[src/rtl/lfsr_rand_fifo.sv]
// Decimating sampler of LFSR state into a small FWFT FIFO with overflow count and lockup flag.
// One-cycle capture-to-output; captures arriving while full (and not popping) are dropped and counted.
module lfsr_rand_fifo #(
    parameter int WIDTH = 32,
    parameter int DEPTH = 4,
    parameter int DECIM = 1
) (
    input  logic                       clk,
    input  logic                       reset,
    input  logic                       enable_i,
    input  logic [WIDTH-1:0]           lfsr_state_i,
    output logic [WIDTH-1:0]           rand_o,
    output logic                       valid_o,
    input  logic                       ready_i,
    output logic [$clog2(DEPTH):0]     count_o,
    output logic [15:0]                drop_cnt_o,
    output logic                       stuck_o
);
    localparam int AW = $clog2(DEPTH);
    localparam int CW = AW + 1;

    logic [7:0]       dcnt_q, dcnt_d;
    logic [AW-1:0]    rd_ptr_q, rd_ptr_d;
    logic [AW-1:0]    wr_ptr_q, wr_ptr_d;
    logic [CW-1:0]    count_q, count_d;
    logic [15:0]      drop_cnt_q, drop_cnt_d;
    logic             stuck_q, stuck_d;
    logic [WIDTH-1:0] prev_q, prev_d;
    logic             prev_vld_q, prev_vld_d;
    logic [WIDTH-1:0] mem_q [DEPTH];

    logic capture, pop, push, drop, full;

    assign full    = (count_q == CW'(DEPTH));
    assign capture = enable_i && (dcnt_q == 8'(DECIM - 1));
    assign pop     = valid_o && ready_i;
    // A full FIFO still accepts a capture when the head leaves on the same edge.
    assign push    = capture && (!full || pop);
    assign drop    = capture && full && !pop;

    always_comb begin
        dcnt_d     = dcnt_q;
        rd_ptr_d   = rd_ptr_q;
        wr_ptr_d   = wr_ptr_q;
        count_d    = count_q;
        drop_cnt_d = drop_cnt_q;
        stuck_d    = stuck_q;
        prev_d     = prev_q;
        prev_vld_d = prev_vld_q;

        if (enable_i) begin
            dcnt_d = (dcnt_q == 8'(DECIM - 1)) ? 8'd0 : dcnt_q + 8'd1;
        end
        if (push) begin
            wr_ptr_d = wr_ptr_q + AW'(1);
        end
        if (pop) begin
            rd_ptr_d = rd_ptr_q + AW'(1);
        end
        case ({push, pop})
            2'b10:   count_d = count_q + CW'(1);
            2'b01:   count_d = count_q - CW'(1);
            default: count_d = count_q;
        endcase
        if (drop && drop_cnt_q != 16'hFFFF) begin
            drop_cnt_d = drop_cnt_q + 16'd1;
        end
        // Lockup check sees every capture, including dropped ones.
        if (capture) begin
            if (lfsr_state_i == '0 || (prev_vld_q && lfsr_state_i == prev_q)) begin
                stuck_d = 1'b1;
            end
            prev_d     = lfsr_state_i;
            prev_vld_d = 1'b1;
        end
    end

    always_ff @(posedge clk or negedge reset) begin
        if (!reset) begin
            dcnt_q     <= '0;
            rd_ptr_q   <= '0;
            wr_ptr_q   <= '0;
            count_q    <= '0;
            drop_cnt_q <= '0;
            stuck_q    <= 1'b0;
            prev_q     <= '0;
            prev_vld_q <= 1'b0;
            for (int i = 0; i < DEPTH; i++) begin
                mem_q[i] <= '0;
            end
        end else begin
            dcnt_q     <= dcnt_d;
            rd_ptr_q   <= rd_ptr_d;
            wr_ptr_q   <= wr_ptr_d;
            count_q    <= count_d;
            drop_cnt_q <= drop_cnt_d;
            stuck_q    <= stuck_d;
            prev_q     <= prev_d;
            prev_vld_q <= prev_vld_d;
            if (push) begin
                mem_q[wr_ptr_q] <= lfsr_state_i;
            end
        end
    end

    assign rand_o     = mem_q[rd_ptr_q];
    assign valid_o    = (count_q != '0);
    assign count_o    = count_q;
    assign drop_cnt_o = drop_cnt_q;
    assign stuck_o    = stuck_q;
endmodule

[config.mk]
export PLATFORM = sky130hd
export DESIGN_NAME = lfsr_rand_fifo
export DESIGN_NICKNAME = d
export VERILOG_FILES = /design/src/rtl/lfsr_rand_fifo.sv
export SDC_FILE = /design/constraint.sdc
export NUM_CORES = 1
export LEC_CHECK = 0
export ABC_AREA = 1
export BUFFER_PORTS_ARGS = -buffer_cell sky130_fd_sc_hd__buf_4
export CORE_MARGIN = 3
export CORE_UTILIZATION = 40
export CTS_CLUSTER_SIZE = 12
export DETAILED_ROUTE_END_ITERATION = 10
export GPL_TIMING_DRIVEN = 1
export SLEW_MARGIN = 20
export SYNTH_ARGS = -nofsm -noshare
export SYNTH_HDL_FRONTEND = slang
export SYNTH_SLANG_ARGS = --single-unit
[constraint.sdc]
create_clock -name clk -period 4.8 [get_ports clk]
set_clock_uncertainty 0.05 [all_clocks]
set_input_delay 0.96 -clock clk [delete_from_list [all_inputs] [get_ports clk]]
set_output_delay 0.96 -clock clk [all_outputs]
set_load 0.02 [all_outputs]
==> summary.txt, run 1 <==
Power and ir drop
  • Worst IR Drop VDD: 0.4264 mV
  • Pwr dens: 499.7 nW/um^2
  • P_leak: approximately 0.0049 uW

Clock network
  • Clock H-tree levels: 4
  • Hold_buf cts: 0
  • Clock Pin Slew Worst Setup and Hold Paths: approximately 0.08 ns
  • CTS tree: done
  • Postcts setup bufs: 0
  • CTS sink count: 193
  • Total CTS buffers: 17
  • # resized after CTS: 0
  • Clock Latency Late Sink: around 0.43 ns
  • Max clock buf depth: 2
  • Clk root buf: clkbuf_16

Floorplanning
  • Initial Util: 0.4103
  • Boundary Pins: between 80 and 90
  • Core area: ~23000 um^2
  • DIE HEIGHT: 159.1 um
  • Row cnt: 55
  • Die width: roughly 160 um
  • Die ar.: 25310 um^2

Timing
  • Worst slew pin tran: between 0.9 and 1 ns
  • Hold Slack: about 0.41 ns
  • Final sum of negative setup slack: 0 ns
  • Final hold violations: 0
  • Final min period: 3.253 ns
  • # setup viols final: 0
  • Max Slew Vio Count: 0
  • Maximum clock rate: 0.3074 GHz
  • Worst setup slack after layout: between 1.5 and 2 ns
  • Slew HR: 0.3630
  • RSZ-0062 raised after global routing: false
  • Tcrit/Tclk final: 0.6777

Layout
  • ANT cells: 0
  • Layout area overhead: 15.39%
  • Share of cells above drive strength 1: 0.1206
  • Nets: 1185

Logic synthesis
  • Synth Area per Inst: a little under 9 um^2
  • Seq/Total Area, Yosys: 0.5152
  • Post-synthesis cell area: about 9400 um^2
  • #FFs+latches synth: between 150 and 200
  • Syn nets: 1122
  • Synth warn: 0
  • Synth unique cells: 31
  • Mapped Cells: 1077

Critical path
  • Crit start category: flip-flop
  • Worst Setup End Kind: primary output
  • Reg-to-Reg End: mem_q[18]
  • Worst EP arrival: 2.24 ns
  • Setup CP Type: flip-flop to primary output
  • CP max FO: 64
  • Critical path required time: around 3.8 ns
  • R2r setup slk: between 1.5 and 2 ns
  • Worst R2R Start: dcnt_q[0]
  • Worst R2R Path Depth: 8

Detailed routing
  • First drt pass iteration count: 5
  • DR WL/cell: between 15 and 20 um
  • Post-route ant nets: 0
  • Vias/cell: around 5.0
  • Final wirelength: 22.58 mm
  • Vias: 7400
  • Drt initial violations: between 400 and 500
  • Residual DRC: 0

Global routing
  • Antenna violations before repair: 0
  • First-pass GRT wire length: between 30 and 40 mm
  • Vias in the first global route: 7367
  • Gr ovfl total: 0
  • GRT Resource Usage Total: 0.1844
  • Largest net degree at the start of global routing: ~110

Min path
  • Min-Delay Endpoint: prev_vld_q
  • Hold Crit Depth: 2
  • Worst hold path type: flip-flop to flip-flop
  • Worst hold path startpoint: prev_vld_q

Outcome
  • Status: complete, no violations

Placement
  • Post-DP HPWL: between 10 and 15 mm
  • Post-placement setup slack: 1.648 ns
  • Routability cong.: 0.8120
  • Port buffer count: 88

Flow run
  • Max-cap violation count: 0
## how the worst max path moves through the flow
stage / start / end / slack [ns] / cells after the start
3_5_place_dp: enable_i / mem_q[26] / 1.65 / 7
4_1_cts: rd_ptr_q[0] / rand_o[20] / 1.49 / 4
6_report: rd_ptr_q[0] / rand_o[30] / 1.55 / 4
3_3_place_gp: enable_i / mem_q[11] / 1.71 / 7
2_1_floorplan: ready_i / count_o[2] / 2.25 / 9
5_1_grt: rd_ptr_q[0] / rand_o[18] / 1.28 / 4
## where the power goes
group,leakage (uW),internal [uW],total [uW],switching (uW)
Sequential,0.00231,1870,2020,155
Combinational,0.00233,722,1940,1220
Clock,0.000281,790,1440,651
Total,0.00492,3380,5410,2020
## worst max-delay path, stage by stage, from the launching register on
cell and delay [ns]:
dfrtp_2 0.37, clkinv_2 0.67, o21ai_0 0.45, o22ai_1 0.14
buf_4 0.18
## final cells by class
| class | instances | area (um^2) |
|---|---|---|
| fill | 2294 | 12030 |
| sequential | 193 | 4831 |
| multi-input combinational | 733 | 3908 |
| timing repair buffer | 94 | 711.9 |
| clock buffer | 18 | 439.2 |
| tap | 313 | 391.6 |
| inverter | 101 | 380.4 |
| clock inverter | 14 | 155.1 |
## layout by cell type, fill, tap and decap left out, types with 7 or more instances in the layout
master     count
buf_4         93
ha_1           8
xnor2_1       10
nand3_1       21
o22ai_1       33
nor2_1        97
nor3_1        10
xor2_1        19
o21ai_0      121
o21a_1       128
dfrtp_1      192
nand2_1      256
clkbuf_16     17
nor4_1         7
inv_1         98
## cell families (layout without fill, tap and decap cells)
| group | Yosys count | after routing | share of synthesized area |
|---|---|---|---|
| AND/OR/NAND/NOR | 407 | 407 | 0.1846 |
| AO/OA/AOI/OAI | 288 | 288 | 0.1923 |
| flip-flops | 193 | 193 | 0.5152 |
| buffers and inverters | 151 | 227 | 0.06794 |
| XOR/XNOR | 29 | 29 | 0.02710 |
| adder cells (fa/ha/maj) | 9 | 9 | 0.01281 |
## metrics by stage
| step | area (um^2) | util | total power [uW] | cells |
|---|---|---|---|---|
| 3_3_place_gp | 10220 | 0.4474 | 3991 | 1434 |
| 4_1_cts | 10820 | 0.4734 | 5469 | 1466 |
| 3_5_place_dp | 10220 | 0.4474 | 4016 | 1434 |
| 5_1_grt | 10820 | 0.4734 | 5768 | 1466 |
| 2_1_floorplan | 9374 | - | 3265 | 1077 |
| 6_report | 10820 | 0.4734 | 5405 | 1466 |
## synthesized netlist by cell type
master / n / area share
nand3_2: 1 / 0.0011
nand3_1: 21 / 0.011
clkbuf_1: 25 / 0.010
nand4_1: 2 / 0.0013
xor2_1: 19 / 0.018
inv_1: 98 / 0.039
nor3_1: 10 / 0.0053
nand2_8: 1 / 0.0021
ha_1: 8 / 0.011
o21a_1: 128 / 0.10
o21ai_1: 1 / 0.00053
nor2_2: 1 / 0.00067
buf_4: 13 / 0.010
and3_1: 1 / 0.00067
nor3_4: 1 / 0.0017
nor2_8: 5 / 0.011
o21ai_0: 121 / 0.065
nand4_2: 1 / 0.0013
clkinv_1: 2 / 0.00080
xnor2_1: 10 / 0.0093
inv_2: 1 / 0.00040
fa_1: 1 / 0.0021
nor4_1: 7 / 0.0047
nor2_1: 97 / 0.039
nand3b_1: 3 / 0.0024
buf_6: 1 / 0.0012
dfrtp_1: 193 / 0.52
a21oi_1: 5 / 0.0027
buf_2: 11 / 0.0059
nand2_1: 256 / 0.10
o22ai_1: 33 / 0.022
## layer usage
metal  global-route usage  wire length, um
met1               0.2569            10810
met2               0.2972            10560
met3              0.03616              930
met4              0.04735              275
met5                    0                0
## state kept, by name, indices dropped and copies added (netlist names)
signal      count
count_o         3
dcnt_q          8
drop_cnt_o     16
mem_q         128
prev_q         32
prev_vld_q      1
rd_ptr_q        2
stuck_o         1
wr_ptr_q        2
(Power assumes the default switching activity.)
==> inputs of run 2 (changes only) <==
==> constraint.sdc (replaced) <==
create_clock -name clk -period 3.1 [get_ports clk]
set_clock_uncertainty 0.05 [all_clocks]
set_input_delay 0.62 -clock clk [delete_from_list [all_inputs] [get_ports clk]]
set_output_delay 0.62 -clock clk [all_outputs]
set_load 0.02 [all_outputs]
==> run 2 against run 1 <==
Die area stayed put. Final area grew 2.2%. Hold slack got worse by 0.24 ns. Power grew 60%. Sequential power grew 56%. Cell count up 0.75%. Largest cell class unchanged. Clock-buffer cell count grew 6. Core utilization grew 1.0 points. Routed wire length is 0.49% higher. Register-to-register slack got worse by 1.3 ns. Flip-flop and latch count unchanged. Largest power group unchanged. Clock power rose by 69%.
==> summary.txt, run 2 (synthesized netlist as in run 1, its figures left out) <==
Floorplanning
  • Initial Util: 0.4103
  • Row cnt: 55
  • Die width: around 160 um
  • DIE HEIGHT: 159.1 um
  • Core area: 22850 um^2
  • Die ar.: ~25000 um^2
  • Boundary Pins: 89

Layout
  • Nets: 1199
  • Share of cells above drive strength 1: 0.1263
  • ANT cells: 0
  • Layout area overhead: 17.94%
  • Reg with most FFs: mem_q
  • Fin area: around 11000 um^2
  • Commonest non-fill, non-tap cell in the layout: nand2_1
  • Max reg flops: between 100 and 150
  • Most frequent cells in the layout: nand2_1, dfrtp_1, o21a_1

Timing
  • RSZ-0062 raised after global routing: false
  • Maximum clock rate: around 0.36 GHz
  • Final min period: roughly 2.7 ns
  • Max Slew Vio Count: 0
  • Worst slew pin tran: about 0.63 ns
  • Final hold violations: 0
  • Tcrit/Tclk final: 0.8870
  • Slew HR: 0.5776
  • Worst setup slack after layout: around 0.35 ns
  • # setup viols final: 0
  • Final sum of negative setup slack: 0 ns

Flow run
  • Max-cap violation count: 0

Critical path
  • Crit start category: flip-flop
  • Worst R2R Path Depth: 9
  • Worst EP arrival: 2.08 ns
  • Worst Setup End Kind: primary output
  • CP cell instances: buf_4 -> o21ai_0 -> o22ai_1 -> buf_4
  • CP max FO: 13
  • Setup CP Type: flip-flop to primary output
  • CP delay by family, top: flip-flops
  • Worst path depth: 4
  • Crit-path slowest cell: dfrtp_1
  • R2r setup slk: roughly 0.62 ns
  • Critical path required time: roughly 2.4 ns
  • Most frequent CP cell: buf_4
  • Crit path buf inv count: 2
  • Crit-path max cell delay: approximately 0.70 ns

Clock network
  • Postcts setup bufs: 0
  • Total CTS buffers: 17
  • Clock Pin Slew Worst Setup and Hold Paths: roughly 0.070 ns
  • Clock H-tree levels: 4
  • CTS sink count: between 150 and 200
  • # resized after CTS: 0
  • Max clock buf depth: 2
  • Clk root buf: clkbuf_16
  • CTS tree: done
  • Hold_buf cts: 0
  • Clock Latency Late Sink: roughly 0.43 ns

Detailed routing
  • DR WL/cell: approximately 15 um
  • Vias/cell: around 5
  • Final wirelength: around 23 mm
  • Drt initial violations: about 370
  • Vias: roughly 7400
  • Residual DRC: 0
  • Post-route ant nets: 0
  • First drt pass iteration count: 5

Placement
  • Post-DP HPWL: between 15 and 20 mm
  • Port buffer count: 88
  • Post-placement setup slack: roughly 0.63 ns
  • Routability cong.: between 0.8 and 0.9
  • Placed Area: 10410 um^2

Global routing
  • Gr ovfl total: 0
  • First-pass GRT wire length: between 30 and 40 mm
  • Largest net degree at the start of global routing: 76
  • GRT Resource Usage Total: 0.1840
  • Vias in the first global route: around 7200
  • Antenna violations before repair: 0

Power and ir drop
  • P_leak: ~0.0051 uW
  • Sw Share: 0.3570
  • Sw Pwr: 3092 uW
  • Clock share of power: 0.281
  • Flop pwr share: 0.365
  • Pwr dens: 783.5 nW/um^2
  • Logic pwr share: 0.354
  • Pwr Total: between 8000 and 9000 uW
  • Int Power: around 5600 uW
  • Worst IR Drop VDD: between 0.3 and 0.4 mV

Outcome
  • Status: complete, no violations

Min path
  • Worst hold path type: input port to async pin
==> run 2: path summary, 6_finish.rpt <==
kind | from | end
max in group asynchronous | reset | mem_q[100]
worst max-delay path | rd_ptr_q[1] | rand_o[1]
min in group clk | lfsr_state_i[13] | prev_q[13]
worst max register to register | dcnt_q[0] | count_o[1]
worst min-delay path | reset | mem_q[105]
worst min register to register | prev_vld_q | prev_vld_q
==> run 2: cell type report <==
cell class	instances	area [um^2]
Fill cell	2207	11790
Sequential cell	193	4831
Multi-Input combinational cell	733	3908
Timing Repair Buffer	108	904.6
Clock buffer	24	491.7
Tap cell	313	391.6
Inverter	101	379.1
Clock inverter	5	150.1
==> run 2: per-layer routing <==
| metal | wire length [um] | vias to the layer above | global-route usage |
|---|---|---|---|
| met3 | 990 | 17 | 0.04006 |
| met5 | 0 | - | 0 |
| met1 | 10970 | 3550 | 0.2540 |
| met2 | 10450 | 128 | 0.2968 |
| met4 | 286 | 0 | 0.04616 |
| li1 | - | 3679 | - |
==> run 2: metrics by stage <==
step	hold slack, ns	util	cells
after global placement	0.3872	0.4558	1448
after CTS	0.1892	0.4839	1477
final	0.1728	0.4839	1477
after global routing	0.2014	0.4839	1477
after detailed placement	0.3926	0.4558	1448
after floorplan	0.2744	-	1077
==> run 2: power by group through the flow <==
stage | Combinational [uW] | Sequential (uW) | Clock (uW)
CTS | 3120 | 3170 | 2480
floorplan | 1890 | 3160 | 0
global placement | 3090 | 3200 | 0
finish | 3070 | 3160 | 2430
detailed placement | 3110 | 3210 | 0
global route | 3400 | 3220 | 2590
